**src/rtl/clk_div_multi.sv**
```systemverilog
// clk_div_multi: multi-channel integer clock divider running entirely on clk.
// Each channel divides by a runtime-programmable N (odd or even, 2..2^CNT_W-1).
// y is the registered AND of the channels selected by AND_MASK.
// Optional feature: define CLK_DIV_MULTI_TICK_EN to add a per-channel `tick`
// output that pulses for one cycle at the start of every period.
module clk_div_multi #(
  parameter int                NUM_CH   = 4,
  parameter int                CNT_W    = 8,
  parameter int                DIV_INIT = 2,
  parameter logic [NUM_CH-1:0] AND_MASK = NUM_CH'(4'b0101),
  localparam int               CH_W     = (NUM_CH > 1) ? $clog2(NUM_CH) : 1
) (
  input  logic              clk,
  input  logic              reset,
  input  logic [NUM_CH-1:0] ch_en,
  input  logic              sync_start,
  input  logic              cfg_valid,
  output logic              cfg_ready,
  input  logic [CH_W-1:0]   cfg_ch,
  input  logic [CNT_W-1:0]  cfg_div,
  output logic [NUM_CH-1:0] clk_out,
  output logic              y
`ifdef CLK_DIV_MULTI_TICK_EN
  ,
  output logic [NUM_CH-1:0] tick
`endif
);

  localparam logic [CNT_W-1:0] DIV_RST = CNT_W'(DIV_INIT);

  // Per-channel state. A channel is idle (live=0, armed=0), arming for one
  // cycle after ch_en is first seen (armed=1), or running (live=1).
  logic [NUM_CH-1:0][CNT_W-1:0] cnt;
  logic [NUM_CH-1:0][CNT_W-1:0] div;
  logic [NUM_CH-1:0][CNT_W-1:0] shadow;
  logic [NUM_CH-1:0]            pending;
  logic [NUM_CH-1:0]            live;
  logic [NUM_CH-1:0]            armed;

  logic [NUM_CH-1:0]            accept;
  logic [NUM_CH-1:0]            restart;
  logic [NUM_CH-1:0]            wrap;
  logic [NUM_CH-1:0]            apply;
  logic [NUM_CH-1:0][CNT_W-1:0] cnt_inc;
  logic [NUM_CH-1:0][CNT_W:0]   hi;
  logic [CNT_W-1:0]             cfg_div_clamped;

  // Divisors below 2 cannot make a square wave; store them as 2.
  assign cfg_div_clamped = (cfg_div < CNT_W'(2)) ? CNT_W'(2) : cfg_div;

  // Update handshake: a transfer happens on a rising edge where cfg_valid and
  // cfg_ready are both high. cfg_ready is low while the addressed channel
  // still holds an unapplied divisor in its shadow register; the requester
  // must hold cfg_valid/cfg_ch/cfg_div until the transfer happens.
  always_comb begin
    cfg_ready = 1'b1;
    for (int i = 0; i < NUM_CH; i++) begin
      if (CH_W'(i) == cfg_ch) cfg_ready = ~pending[i];
    end
  end

  // Per-channel event decode: accept, restart, period wrap, shadow apply.
  always_comb begin
    for (int i = 0; i < NUM_CH; i++) begin
      accept[i]  = cfg_valid && !pending[i] && (CH_W'(i) == cfg_ch);
      restart[i] = ch_en[i] && (sync_start || armed[i]);
      wrap[i]    = ch_en[i] && live[i] && !restart[i] &&
                   (cnt[i] == div[i] - CNT_W'(1));
      // A new divisor only lands at a period boundary or when the channel
      // is not producing a period, so no truncated/stretched period occurs.
      apply[i]   = pending[i] && (!ch_en[i] || restart[i] || !live[i] || wrap[i]);
      cnt_inc[i] = cnt[i] + CNT_W'(1);
      hi[i]      = ({1'b0, div[i]} + (CNT_W+1)'(1)) >> 1;
    end
  end

  // Channel counters, divisor/shadow registers and registered outputs.
  always_ff @(posedge clk or negedge reset) begin
    if (!reset) begin
      for (int i = 0; i < NUM_CH; i++) begin
        cnt[i]    <= '0;
        div[i]    <= DIV_RST;
        shadow[i] <= DIV_RST;
      end
      pending <= '0;
      live    <= '0;
      armed   <= '0;
      clk_out <= '0;
`ifdef CLK_DIV_MULTI_TICK_EN
      tick    <= '0;
`endif
    end else begin
      for (int i = 0; i < NUM_CH; i++) begin
        if (apply[i]) begin
          div[i]     <= shadow[i];
          pending[i] <= 1'b0;
        end else if (accept[i]) begin
          shadow[i]  <= cfg_div_clamped;
          pending[i] <= 1'b1;
        end

        if (!ch_en[i]) begin
          cnt[i]     <= '0;
          clk_out[i] <= 1'b0;
          live[i]    <= 1'b0;
          armed[i]   <= 1'b0;
        end else if (restart[i]) begin
          cnt[i]     <= '0;
          clk_out[i] <= 1'b1;
          live[i]    <= 1'b1;
          armed[i]   <= 1'b0;
        end else if (!live[i]) begin
          cnt[i]     <= '0;
          clk_out[i] <= 1'b0;
          armed[i]   <= 1'b1;
        end else if (wrap[i]) begin
          cnt[i]     <= '0;
          clk_out[i] <= 1'b1;
        end else begin
          cnt[i]     <= cnt_inc[i];
          clk_out[i] <= ({1'b0, cnt_inc[i]} < hi[i]);
        end

`ifdef CLK_DIV_MULTI_TICK_EN
        tick[i] <= restart[i] | wrap[i];
`endif
      end
    end
  end

  // Combined output: high one cycle after every selected channel is high.
  always_ff @(posedge clk or negedge reset) begin
    if (!reset) begin
      y <= 1'b0;
    end else begin
      y <= (AND_MASK != '0) && (&(clk_out | ~AND_MASK));
    end
  end

endmodule

```
**config.mk**
```make
export PLATFORM = sky130hd
export DESIGN_NAME = clk_div_multi
export DESIGN_NICKNAME = d
export VERILOG_FILES = /design/src/rtl/clk_div_multi.sv
export SDC_FILE = /design/constraint.sdc
export NUM_CORES = 1
export LEC_CHECK = 0
export CORE_MARGIN = 2
export CORE_UTILIZATION = 25
export CTS_CLUSTER_SIZE = 16
export DETAILED_ROUTE_END_ITERATION = 8
export GPL_TIMING_DRIVEN = 0
export PLACE_DENSITY = 0.5
export SYNTH_ARGS = -nofsm -noshare
export SYNTH_HDL_FRONTEND = slang
export SYNTH_SLANG_ARGS = --single-unit
```
**constraint.sdc**
```tcl
create_clock -name clk -period 2.5 [get_ports clk]
set_input_delay 0.625 -clock clk [delete_from_list [all_inputs] [get_ports clk]]
set_output_delay 0.625 -clock clk [all_outputs]
set_load 0.005 [all_outputs]
```
---- Word-level counts from Yosys, hierarchy flattened ----
Index checks and enable logic that the tools add are counted.
storage, ports and cells
  output and inout bits ................... 6
  memories ................................ 0
  memory bits (read-only) ................. 0
  bits in registers ....................... 113
  bits in latches ......................... 0
  RAM bits ................................ 0
  input port bits ......................... 18
operators by class
  reductions and logical operators ........ 70
  eq/ne operators ......................... 15
  magnitude comparators ................... 5
  $add $sub $neg .......................... 12
  multipliers ............................. 0
  muxes and demuxes ....................... 65
  div/mod/pow operators ................... 0
  shift-type cells ........................ 0
  bitwise operators ....................... 8
operators with widths
  kind                                                                      count
  8-bit 2-to-1 mux                                                          17
  1-bit 2-to-1 mux                                                          48
  8-bit by 1-bit adder with 9-bit output (second input constant)            4
  8-bit by 1-bit adder with 8-bit output (second input constant)            4
  8-bit equality test                                                       4
  8-bit < comparator                                                        4
  8-bit by 1-bit subtractor with 8-bit output (second input constant)       4
  1-bit logical AND                                                         28
  1-bit zero test                                                           16
  1-bit logical OR                                                          16
  3-bit by 2-bit inequality test with 1-bit output (second input constant)  4
  2-bit AND reduction                                                       5
  8-bit by 2-bit < comparator with 1-bit output (second input constant)     1
  2-bit by 1-bit inequality test with 1-bit output (second input constant)  4
  1-bit NOT                                                                 8
  2-bit nonzero test                                                        4
  2-bit equality test (first input constant)                                2
  1-bit by 2-bit equality test with 1-bit output (first input constant)     1
  2-bit zero test                                                           1

---- Longest topological paths before layout ----
  depth after elaboration ................. 9
  mapped depth ............................ 12
  depth with buffers taken out ............ 11

---- Least setup slack after synthesis ----
OpenSTA, ideal clock, no wires.
  path type ............................... register to register
  start ................................... register div[25] in the netlist's numbering
  end ..................................... register div[24] in the netlist's numbering
  stages on the path, launching flop included .. 9
  required time ........................... 2.375 ns
  buffers on the path ..................... 0
  clock period less this slack ............ 2.395 ns
  arrival time ............................ 2.270 ns
  slack ................................... 0.105 ns
  cell sequence ........................... dfstp_2 > inv_1 > ha_1 > xor2_1 > nor4bb_1 > nand4b_1 > o31ai_4 > nand2_4 > mux2_4
on the way
  cells in the longest elaborated chain, start to end .. 5
RTL lines
  item                                         line  text
  start: declaration                           34    logic [NUM_CH-1:0][CNT_W-1:0] div;
  start signal: indexed assignment             95    div[i] <= shadow[i];
  8-bit by 1-bit subtractor with 8-bit output  68    (cnt[i] == div[i] - CNT_W'(1));
  8-bit equality test                          68
  1-bit logical AND                            67    wrap[i] = ch_en[i] && live[i] && !restart[i] &&
  1-bit logical OR                             71    apply[i] = pending[i] && (!ch_en[i] || restart[i] || !live[i] || wrap[i]);
  1-bit logical AND                            71
No other way between the ends.
A chain may end at the register's enable or synchronous reset.

---- Worst setup path in the final report ----
  start ................................... input sync_start
  end ..................................... register div[30] in the netlist's numbering
on the way
  cells in the longest elaborated chain, start to end .. 7
  elaborated cells between the ends (all ways) .. 9
RTL lines
  item                            line  text
  start: declaration              16    input logic sync_start,
  1-bit logical OR (*)            66    restart[i] = ch_en[i] && (sync_start || armed[i]);
  1-bit logical AND (*)           66
  1-bit zero test                 67
  1-bit logical AND (2 in a row)  67
  1-bit logical OR (*)            71
  1-bit logical AND (*)           71
Mark *: on every way between the ends. The rest lies on a longest branch, timed or not.

==> flow_summary.json <==
{
  "status": "complete, but fails checks",
  "violations": "setup timing",
  "insertion_delay_ps": 410,
  "clk_pin_slew_ps": 60,
  "final_area_mm2": 0.008643,
  "fin_ws_ps": -14.27,
  "total_power_uw": 7764,
  "cts_inserted_buffers": 17,
  "r2r_slack_ps": 0,
  "reg2regPathDepth": 7,
  "worstPathMaxFanout": 10,
  "dp_hpwl_um": 10570,
  "syn_nets": 696,
  "finalCriticalPeriod_ps": 2514,
  "max_slew_margin": 0.2393,
  "worst_pin_slew_ps": 1138,
  "syn_avg_cell_area_um2": 10.71,
  "rows": 60,
  "wire_per_inst_um": 14.81,
  "core_mm2": 0.02688,
  "cp_slowest_stage_delay_ps": 430,
  "cts_sinks": 113,
  "ys_seq_area_frac": 0.4152,
  "preCtsSetupSlack_ps": -911.7,
  "fin_cells": 1049,
  "antenna_found_initial": 0,
  "grt_pass1_vias": 4838,
  "critPathCaptureType": "flip-flop",
  "grt_setup_unrepaired": "true",
  "drive_above_1_share": 0.2740,
  "ant_nets": 0,
  "num_vias": 4761,
  "start_kind": "input pin",
  "grt_util_all_layers": 0.1099,
  "final.setup.tns_ps": -59.56,
  "syn2layout_area_growth_pct": 26.45,
  "ios": 24,
  "p_leak_uw": 0.003781,
  "syn-cell-area_mm2": 0.006835,
  "irDropWorstVdd_uv": 615.0,
  "start_util": 0.2543,
  "die_h_um": 169.4,
  "grt.overflow.total": 0,
  "wl_met1_um": 7652,
  "synth_top_area_cell": "dfrtp_1",
  "cp.required_ps": 2790,
  "h-tree-depth": 4,
  "port_buffers": 23,
  "setup_viol": 9,
  "drc": 0,
  "met3_length_um": 354,
  "synth_top_cell_area_share": 0.3844,
  "grt_max_degree": 77,
  "dr.pass1.iters": 4,
  "wl_met2_um": 7395,
  "hold_violations": 0,
  "avgViaCountPerCell": 4.539,
  "synth_cell_types": 61,
  "ctsHoldBuffers": 0,
  "ys.flop_type": "dfrtp_1",
  "place_inst": 1003,
  "maxCapViolations": 0,
  "fin_skew_ps": 6.152,
  "placed_area_mm2": 0.007521,
  "max_freq_mhz": 397.7,
  "gp_congestion": 0.7552,
  "crit_arrival_ps": 2800,
  "yosys-top-cells-area": "dfrtp_1 (38%), ha_1 (7.3%), xor2_1 (5.8%)",
  "fp.dieArea_mm2": 0.02868,
  "tritoncts": "built",
  "cts_root_buf": "clkbuf_16",
  "hold_path.class": "in -> async",
  "power.density_mw_per_mm2": 898.3,
  "synth-edff-count": 0,
  "path_class": "in -> reg",
  "ys.warnings.count": 0,
  "first_iter_violations": 142,
  "layout.nets": 753,
  "async_reset_ff_frac": 1.000,
  "highest-signal-layer": "met4",
  "die_w_um": 169.4,
  "crit_path_top_delay_cell": "clkdlybuf4s50_1",
  "num_antenna_cells": 0,
  "finalCritPeriodShare": 1.006,
  "ys_ff_latch": 113,
  "wl_um": 15540,
  "cts_buffer_depth": 2,
  "syn_inst": 638,
  "drv_slew": 0,
  "crit_chain": "clkdlybuf4s50_1, buf_4, nor2_2, nor4bb_4, nand4b_1, o31ai_4, nand2_4, mux2_4",
  "grt_pass1_wl_um": 25230
}
-- routing by layer --
metal | global-route usage | vias up
li1 | - | 2371
met1 | 0.1505 | 2338
met2 | 0.1753 | 41
met3 | 0.02449 | 11
met4 | 0.02899 | 0
met5 | 0 | -
-- worst paths after layout --
kind                                         from                endpoint
hold / removal                              reset       cnt[10]$_DFF_PN0_
min in group clk           shadow[25]$_DFFE_PN1P_  shadow[25]$_DFFE_PN1P_
hold reg to reg            shadow[25]$_DFFE_PN1P_  shadow[25]$_DFFE_PN1P_
setup / recovery                       sync_start     div[30]$_DFFE_PN0P_
setup reg to reg              div[22]$_DFFE_PN0P_     div[20]$_DFFE_PN0P_
max in group asynchronous                   reset  shadow[17]$_DFFE_PN1P_
-- sequential cells by signal, indices dropped and copies added, names as in the netlist --
name / count
y: 1
clk_out: 4
live: 4
pending: 4
cnt: 32
shadow: 32
div: 32
armed: 4
-- synth_stat cells, types with 3 or more instances --
| master | instances |
|---|---|
| mux2_4 | 12 |
| and2b_1 | 6 |
| inv_1 | 17 |
| mux2_1 | 4 |
| clkbuf_1 | 23 |
| nand3b_1 | 5 |
| mux2i_1 | 5 |
| ha_1 | 40 |
| or3b_2 | 3 |
| nand3_1 | 38 |
| a211oi_1 | 6 |
| nand2b_1 | 9 |
| xnor2_1 | 39 |
| nor2b_1 | 5 |
| a32o_1 | 5 |
| o31ai_1 | 3 |
| nand2_1 | 32 |
| or4_4 | 3 |
| and3_1 | 16 |
| nand4_1 | 6 |
| o211a_1 | 3 |
| mux2_2 | 33 |
| xor2_1 | 45 |
| a21oi_1 | 16 |
| o21ai_0 | 9 |
| nor3_2 | 4 |
| o221a_2 | 3 |
| nor2_1 | 44 |
| dfstp_2 | 8 |
| and2_1 | 23 |
| nor3_1 | 17 |
| buf_6 | 3 |
| o31a_1 | 3 |
| a21o_1 | 8 |
| dfrtp_1 | 105 |
-- worst max-delay path, delay by kind of cell --
| kind | cells | cell delay (ps) |
|---|---|---|
| muxes | 1 | 330 |
| AOI/OAI and AO/OA | 1 | 420 |
| and+or+nand+nor | 4 | 790 |
| buffers and inverters | 2 | 630 |
-- layout make-up --
cell class | count | area, um^2
buffer | 18 | 97.59
clock buffer | 19 | 452.9
clock inverter | 13 | 207.7
fill | 2771 | 18230
inverter | 17 | 63.81
multi-input combinational | 482 | 4096
sequential | 113 | 2851
tap | 341 | 426.7
timing repair buffer | 46 | 446.7
-- cell usage in the layout (no fill, tap or decap), types with 12 or more instances in the layout --
cell / synthesis / layout
buf_4: 0 / 20
xnor2_1: 39 / 39
clkbuf_1: 23 / 12
clkdlybuf4s50_1: 0 / 19
ha_1: 40 / 37
nor3_1: 17 / 12
mux2_4: 12 / 12
dfrtp_1: 105 / 94
nand3_1: 38 / 34
xor2_1: 45 / 44
nand2_1: 32 / 30
inv_1: 17 / 14
and3_1: 16 / 15
mux2_2: 33 / 33
and2_1: 23 / 23
clkbuf_16: 0 / 17
nor2_1: 44 / 39
-- through the flow --
stage | utilization | hold slack, ps
after floorplan | - | 329.4
after global placement | 0.2788 | 466.6
after detailed placement | 0.2798 | 473.6
after CTS | 0.3062 | 112.9
after global routing | 0.3216 | 117.6
final | 0.3216 | 110.1
-- what timing repair did --
action | 4_1_cts | 5_1_grt
endpoints found under the setup margin | 59 | 56
resized for setup | 21 | 63
pin swaps | 6 | 37
setup buffers | 2 | 20
endpoints found under the hold margin | 0 | 0
cloned | 0 | 1
-- power breakdown --
group,internal [uW],switching [uW]
clock,1820,907
combinational,1210,1250
sequential,2190,388
-- kinds of logic (layout without fill, tap and decap cells) --
logic type,count (synthesis),after routing,share of synthesized area
compound gates,73,73,0.08896
xor+xnor,84,84,0.1076
fa+ha+maj,40,40,0.07322
buf+inv,44,113,0.02764
flops,113,113,0.4152
mux,54,54,0.09464
simple gates,230,231,0.1928
No activity file was read; power rests on OpenSTA's default activity.
